===== src/rtl/ccip_feature_list_pkg.sv =====
// CCI-P device feature header layout plus the walker's error and state encodings.
package ccip_feature_list_pkg;

  typedef logic [3:0]  t_ccip_feature_type;
  typedef logic [11:0] t_ccip_feature_id;

  localparam t_ccip_feature_type FTYP_AFU = 4'h1;
  localparam t_ccip_feature_type FTYP_BBB = 4'h2;
  localparam t_ccip_feature_type FTYP_PVT = 4'h3;

  typedef struct packed {
    t_ccip_feature_type f_type;   // 63:60
    logic [18:0]        reserved; // 59:41
    logic               eol;      // 40
    logic [23:0]        next;     // 39:16, byte offset to the next header
    logic [3:0]         afu_rev;  // 15:12
    t_ccip_feature_id   id;       // 11:0
  } t_ccip_dfh;

  typedef enum logic [1:0] {
    ERR_NONE    = 2'd0,
    ERR_TIMEOUT = 2'd1,
    ERR_LOOP    = 2'd2,
    ERR_ADDR    = 2'd3
  } t_dfh_walk_err;

  typedef enum logic [2:0] {
    ST_IDLE  = 3'd0,
    ST_REQ   = 3'd1,
    ST_WAIT  = 3'd2,
    ST_CHECK = 3'd3,
    ST_DONE  = 3'd4
  } t_dfh_walk_state;

endpackage


===== src/rtl/ccip_dfh_walker.sv =====
// Walks a CCI-P device feature list over a single-outstanding MMIO read port and
// reports the first header matching a target type/id, or why the walk stopped.
module ccip_dfh_walker
  import ccip_feature_list_pkg::*;
#(
  parameter int ADDR_W       = 24,
  parameter int MAX_FEATURES = 64,
  parameter int RSP_TIMEOUT  = 1024
) (
  input  logic              clk,
  input  logic              reset_n,
  input  logic              start,
  input  logic [ADDR_W-1:0] base_addr,
  input  logic [3:0]        target_type,
  input  logic [11:0]       target_id,
  output logic              rd_req_valid,
  output logic [ADDR_W-1:0] rd_req_addr,
  input  logic              rd_req_ready,
  input  logic              rd_rsp_valid,
  input  logic [63:0]       rd_rsp_data,
  output logic              busy,
  output logic              done,
  output logic              found,
  output logic [ADDR_W-1:0] found_addr,
  output logic [63:0]       found_dfh,
  output logic [7:0]        feature_count,
  output logic [1:0]        err
);

  localparam int TW = (RSP_TIMEOUT > 1) ? $clog2(RSP_TIMEOUT) : 1;

  t_dfh_walk_state    state;
  logic [TW-1:0]      timer;
  logic [ADDR_W-1:0]  cur;
  t_ccip_feature_type tgt_type;
  t_ccip_feature_id   tgt_id;
  t_ccip_dfh          dfh;

  logic [ADDR_W:0] next_sum;
  logic [7:0]      cnt_inc;
  logic            is_match;

  // The extra top bit of the sum is the carry that flags a walk off the address space.
  assign next_sum = {1'b0, cur} + (ADDR_W + 1)'(dfh.next);
  assign cnt_inc  = feature_count + 8'd1;
  assign is_match = (dfh.f_type == tgt_type) && (dfh.id == tgt_id);

  always_ff @(posedge clk) begin
    if (!reset_n) begin
      state         <= ST_IDLE;
      timer         <= '0;
      cur           <= '0;
      tgt_type      <= '0;
      tgt_id        <= '0;
      dfh           <= '0;
      rd_req_valid  <= 1'b0;
      rd_req_addr   <= '0;
      busy          <= 1'b0;
      done          <= 1'b0;
      found         <= 1'b0;
      found_addr    <= '0;
      found_dfh     <= '0;
      feature_count <= '0;
      err           <= ERR_NONE;
    end else begin
      done <= 1'b0;
      case (state)
        ST_IDLE: begin
          if (start) begin
            tgt_type      <= target_type;
            tgt_id        <= target_id;
            cur           <= base_addr;
            found         <= 1'b0;
            found_addr    <= '0;
            found_dfh     <= '0;
            feature_count <= '0;
            err           <= ERR_NONE;
            busy          <= 1'b1;
            rd_req_valid  <= 1'b1;
            rd_req_addr   <= base_addr;
            state         <= ST_REQ;
          end
        end
        ST_REQ: begin
          if (rd_req_ready) begin
            rd_req_valid <= 1'b0;
            timer        <= '0;
            state        <= ST_WAIT;
          end
        end
        ST_WAIT: begin
          if (rd_rsp_valid) begin
            dfh   <= t_ccip_dfh'(rd_rsp_data);
            state <= ST_CHECK;
          end else if (timer == TW'(RSP_TIMEOUT - 1)) begin
            err   <= ERR_TIMEOUT;
            busy  <= 1'b0;
            done  <= 1'b1;
            state <= ST_DONE;
          end else begin
            timer <= timer + 1'b1;
          end
        end
        ST_CHECK: begin
          feature_count <= cnt_inc;
          if (is_match) begin
            found      <= 1'b1;
            found_addr <= cur;
            found_dfh  <= dfh;
            busy       <= 1'b0;
            done       <= 1'b1;
            state      <= ST_DONE;
          end else if (dfh.eol || (dfh.next == '0)) begin
            busy  <= 1'b0;
            done  <= 1'b1;
            state <= ST_DONE;
          end else if ((dfh.next[2:0] != 3'b000) || next_sum[ADDR_W]) begin
            err   <= ERR_ADDR;
            busy  <= 1'b0;
            done  <= 1'b1;
            state <= ST_DONE;
          end else if (cnt_inc == 8'(MAX_FEATURES)) begin
            err   <= ERR_LOOP;
            busy  <= 1'b0;
            done  <= 1'b1;
            state <= ST_DONE;
          end else begin
            cur          <= next_sum[ADDR_W-1:0];
            rd_req_valid <= 1'b1;
            rd_req_addr  <= next_sum[ADDR_W-1:0];
            state        <= ST_REQ;
          end
        end
        ST_DONE: state <= ST_IDLE;
        default: state <= ST_IDLE;
      endcase
    end
  end

endmodule


===== config.mk =====
export PLATFORM = sky130hd
export DESIGN_NAME = ccip_dfh_walker
export DESIGN_NICKNAME = d
export VERILOG_FILES = /design/src/rtl/ccip_feature_list_pkg.sv /design/src/rtl/ccip_dfh_walker.sv
export SDC_FILE = /design/constraint.sdc
export NUM_CORES = 1
export LEC_CHECK = 0
export ABC_AREA = 1
export CAP_MARGIN = 10
export CORE_ASPECT_RATIO = 0.5
export CORE_MARGIN = 1
export CORE_UTILIZATION = 51
export CTS_BUF_LIST = sky130_fd_sc_hd__clkbuf_16
export DETAILED_ROUTE_END_ITERATION = 12
export PLACE_DENSITY = 0.81
export SLEW_MARGIN = 15
export SYNTH_ARGS = -nofsm -noshare
export SYNTH_HDL_FRONTEND = slang
export SYNTH_SLANG_ARGS = --single-unit
export TNS_END_PERCENT = 20

===== constraint.sdc =====
create_clock -name clk -period 3 [get_ports clk]
set_input_delay 0.3 -clock clk [delete_from_list [all_inputs] [get_ports clk]]
set_output_delay 0.3 -clock clk [all_outputs]
set_load 0.02 [all_outputs]

Yosys cells after proc, flatten, opt, wreduce, memory -nomap -nowiden:

Index checks and enable logic that the tools add are counted.

* $add $sub $neg: 3
* mux-type cells: 59
* reduce and logical (&&, ||, !) cells: 20
* eq/ne operators: 20

Operator list (count)
* $mux W24: 7
* $mux W64: 2
* $pmux W64 S2: 1
* $pmux W24 S2: 2
* $mux W10: 3
* $add A24 B24 Y25: 1
* $logic_not A24 Y1: 1
* $mux W3: 8
* $mux W1: 20
* $ne A2 B2 Y1 const B: 10
* $pmux W10 S2: 1
* $pmux W8 S2: 1
* $mux W2: 7
* $reduce_and A7 Y1: 2
* $eq A12 B12 Y1: 1
* $pmux W3 S4: 1
* $add A10 B1 Y10 const B: 1
* $eq A10 B10 Y1 const B: 1
* $reduce_bool A3 Y1: 3
* $add A8 B1 Y8 const B: 1
* $eq A8 B7 Y1 const B: 1
* $mux W8: 1
* $eq A3 B2 Y1 const B: 2
* $ne A3 B3 Y1 const B: 2
* other kinds (15): 22

* bits of input ports: 109
* flip-flop bits (word level): 219
* word-level logic and storage cells: 121

Longest topological paths before layout:

* depth after elaboration: 7
* depth in mapped cells: 15
* depth with buffers taken out: 15

Worst setup path after synthesis:

Ideal clock, no wire load.

* path kind: register to register
* from: reg cur[0]
* to: reg cur[13]
* setup time: 0.116 ns
* data arrival time: 2.160 ns
* path slack: 0.724 ns
* path buffers: 1
* cell stages (with the launch flop): 14
* cells stage by stage: dfxtp_1 ha_1 fa_1 nand3_1 nand3_2 nand2_1 nand2_2 nand2_1 nand4_2 o21ai_2 nand2_4 buf_4 o21ai_0 nor2_1

* longest elaborated chain between the ends: 6
* elaborated cells on any way between the ends: 9
* classes of those cells: add/sub: 1; eq/ne: 1; mux: 5; reduce/logical: 2

RTL lines
* from (decl): line ccip_dfh_walker.sv:34 `logic [ADDR_W-1:0] cur;`
* from (signal assigned): line ccip_dfh_walker.sv:72 `cur <= base_addr;`
* from (signal assigned): line ccip_dfh_walker.sv:128 `cur <= next_sum[ADDR_W-1:0];`
* $add A24 B24 Y25 (*): line ccip_dfh_walker.sv:44 `assign next_sum = {1'b0, cur} + (ADDR_W + 1)'(dfh.next);`
* $mux W24: line ccip_dfh_walker.sv:122 `end else if (cnt_inc == 8'(MAX_FEATURES)) begin`
* $mux W24: line ccip_dfh_walker.sv:117 `end else if ((dfh.next[2:0] != 3'b000) || next_sum[ADDR_W]) begin`
* $mux W24: line ccip_dfh_walker.sv:113 `end else if (dfh.eol || (dfh.next == '0)) begin`
* $mux W24: line ccip_dfh_walker.sv:106 `if (is_match) begin`
* $pmux W24 S2: line ccip_dfh_walker.sv:67 `case (state)`

Mark *: on every way between the ends. The rest lies on a longest branch, timed or not. The select of a mux whose other input is x is not followed.
A chain may end at the register's enable or synchronous reset.

Worst setup path after layout:

* from: reg cur[0]
* to: reg cur[3]

Same word-level chain as after synthesis.

==> flow_summary_export.csv <==
group,metric,value,unit
status,status,"complete, no violations",
routing,routedWlPerCell,15.5,um
clock_network,cts_made_buffers,20,
setup_path,r2r-end,"cur[3]$_SDFFE_PN0P_",
routing,first_iter_violations,591,
setup_path,cp_top_family,"simple AND/OR/NAND/NOR gates",
grt,antenna_found_initial,0,
synth,post_synth.cell_area_avg,6.69,um2
routing,num_vias,10700,
synth,ys.flop_type,"dfxtp_1",
synth,ys_seq_elements,219,
clock_network,post_cts_buffers,0,
place,place_hpwl,23000,um
setup_path,path_class,"flop to flop",
synth,synth_area,10500,um2
routing,highest_layer,"met4",
routing,met3_length,2000,um
routing,ant_nets,0,
place,io_buffers,234,
worst_hold_path,hp-start,"rd_rsp_data[50]",
final_layout,drive_above_1_share,5.18,%
setup_path,crit_start,"cur[0]$_SDFFE_PN0P_",
pwr,cellPowerDensity,699,nW/um2
setup_path,ff2ff_path_depth,14,
grt,grt_pass1_wl,50000,um
routing,dr.pass1.iters,5,
setup_path,arrival,3140,ps
worst_hold_path,hold_path_class,"primary input to flop",
final_layout,n_antenna_cell,0,
synth,synth_fp_nets,1698,
floorplan,rows,36,
clock_network,holdBufCountCts,0,
grt,grt_usage,29.5,%
clock_network,cts_max_level,1,
floorplan,io_pins,235,
place,pre_cts_ws,385,ps
sta,drv_slew,0,
setup_path,r2r-start,"cur[0]$_SDFFE_PN0P_",
setup_path,slowest_stage,"fa_1",
routing,met2WireLength,14500,um
final_layout,nNetsFinal,1899,
setup_path,ff2ff_setup_slack,290,ps
sta,rsz0062_at_grt,"false",
clock_network,cts_resized,0,
setup_path,crit_cells,14,
final_layout,area_growth_syn_to_layout,30.3,%
setup_path,crit_path_end_kind,"flop",
setup_path,worst_path_largest_cell_delay,450,ps
setup_path,crit_chain,"ha_1, fa_1, nand3_1, nand3_2, nand2_1, nand2_2, nand2_1, nand4_2, nand2_1, nand2_2, nor2_4, buf_12, nand2_1, a21oi_1",
synth,ys_seq_area_share,41.9,%
synth,ys_types,40,
sta,fin_ws,291,ps
setup_path,cp-start-kind,"flop",
routing,drc,0,
synth,synthCells,1562,
routing,wl_met1,14600,um
final_layout,layout_commonest_cell,"nand2_1",
setup_path,crit_fanout,13,
place,gp_congestion,0.928,
pwr,power,9.52,mW
clock_network,cts.sink_count,219,
sta,skew,12.7,ps
clock_network,cts_buffer_depth,3,
floorplan,initial_core_util,52.9,%
final_layout,final_cells,2043,
clock_network,cts_root_buf,"clkbuf_16",
routing,wl,31800,um
sta,finalSetupViolations,0,
final_layout,final_cell_mix,"nand2_1, clkdlybuf4s50_1, dfxtp_1",
floorplan,coreArea,19800,um2
setup_path,required,3430,ps
synth,async_flop_share,0,%
sta,hold_slack,373,ps
synth,ys_warn_count,0,
sta,worst_slew_margin_rel,52.2,%
sta,post-route-period-util,90.3,%
floorplan,die_w,204,um
sta,fin_tns_setup,0,ps
routing,vias_per_cell,5.24,
clock_network,cts_tree,"done",
setup_path,path_buf_inv,1,
place,placed_cells,2007,
sta,worst_pin_slew,717,ps
pwr,leakage,5.66,nW
sta,timing.fmax,369,MHz
grt,grt_max_degree,105,
floorplan,fp.dieH,103,um
grt,overflow,0,
clock_network,path_clk_slew,70,ps
clock_network,worstSkewPairLatency,510,ps
synth,synth_edf_count,0,
sta,period_minus_slack,2710,ps
run,maxCapViolations,0,
setup_path,crit_top_cell,"nand2_1",
grt,grt_pass1_vias,10100,
setup_path,critPathCapture,"cur[3]$_SDFFE_PN0P_",
sta,hold_viol,0,
floorplan,dieArea,21100,um2
pwr,vdd_ir_drop_max,0.402,mV
## synth_stat cells (2+ instances only)
library cell	n	area, um2
a21oi_1	176	881
a21oi_2	2	17.5
buf_2	9	45.0
buf_4	9	67.6
buf_6	2	22.5
clkbuf_1	47	176
dfxtp_1	219	4380
ha_1	26	325
inv_1	130	488
inv_2	13	48.8
nand2_1	503	1890
nand2_2	7	43.8
nand3_1	62	310
nand3_2	5	50.1
nand3b_1	2	15.0
nand4_1	17	106
nor2_1	180	676
nor2_2	6	37.5
nor2_4	2	22.5
nor3_1	6	30.0
nor3b_1	5	37.5
o21a_1	2	15.0
o21ai_0	96	480
o21ai_1	6	30.0
o21bai_1	4	30.0
or2_2	4	25.0
xnor2_1	5	43.8
xor2_1	5	43.8
## cells by family (layout without fill, tap and decap cells)
| group | count (synthesis) | in the layout | share of synthesized area (%) |
|---|---|---|---|
| and+or+nand+nor | 802 | 802 | 31.3 |
| DFF | 219 | 219 | 41.9 |
| adders and majority gates | 27 | 27 | 3.30 |
| AOI/OAI and AO/OA | 292 | 292 | 14.4 |
| xor gates and xnor gates | 10 | 10 | 0.838 |
| buffers and inverters | 211 | 426 | 8.15 |
| muxes | 1 | 1 | 0.108 |
## power breakdown
group | leakage, nW | switching, mW | internal [mW] | total [mW]
registers | 1.78 | 0.323 | 3.27 | 3.59
clock network | 0.321 | 1.18 | 1.46 | 2.64
logic | 3.57 | 2.12 | 1.16 | 3.28
## worst min-delay path by stage
stage                                       endpoint  cells after the start  slack [ps]
after CTS                       dfh[25]$_SDFFE_PN0P_                      3         370
after global placement    found_dfh[52]$_SDFFE_PN0P_                      2         450
after detailed placement  found_dfh[15]$_SDFFE_PN0P_                      2         450
after floorplan             tgt_type[2]$_SDFFE_PN0P_                      2         430
after global routing            dfh[62]$_SDFFE_PN0P_                      3         380
final                           dfh[50]$_SDFFE_PN0P_                      3         370
## cell type report
type	count	area, um2
fillers	1724	6150
multi-input cells	1132	5230
flip-flops and latches	219	4380
repair buffers	247	2470
inverters	143	541
clock buffers	21	526
well taps	266	333
clock inverters	15	140
## registers in the layout, indices dropped and copies added (netlist names), 2 cells and up
signal         count
feature_count      8
err                2
state              3
tgt_type           4
found_dfh         64
timer             10
tgt_id            12
cur               24
found_addr        24
dfh               64
## stage by stage
step	area [um2]	utilization (%)
floorplan	10500	-
global placement	13000	65.5
detailed placement	13000	65.5
CTS	13600	68.9
global route	13600	68.9
finish	13600	68.9
## worst min-delay path, stage by stage
cell and delay [ps]:
clkdlybuf4s50_1 390, nor2_1 100, nor2_1 50
## routing by layer
metal / vias up / track usage (%)
li1: 5372 / -
met1: 4967 / 39.0
met2: 320 / 50.0
met3: 48 / 5.67
met4: 0 / 7.23
met5: - / 0.446
(Power assumes the default switching activity.)
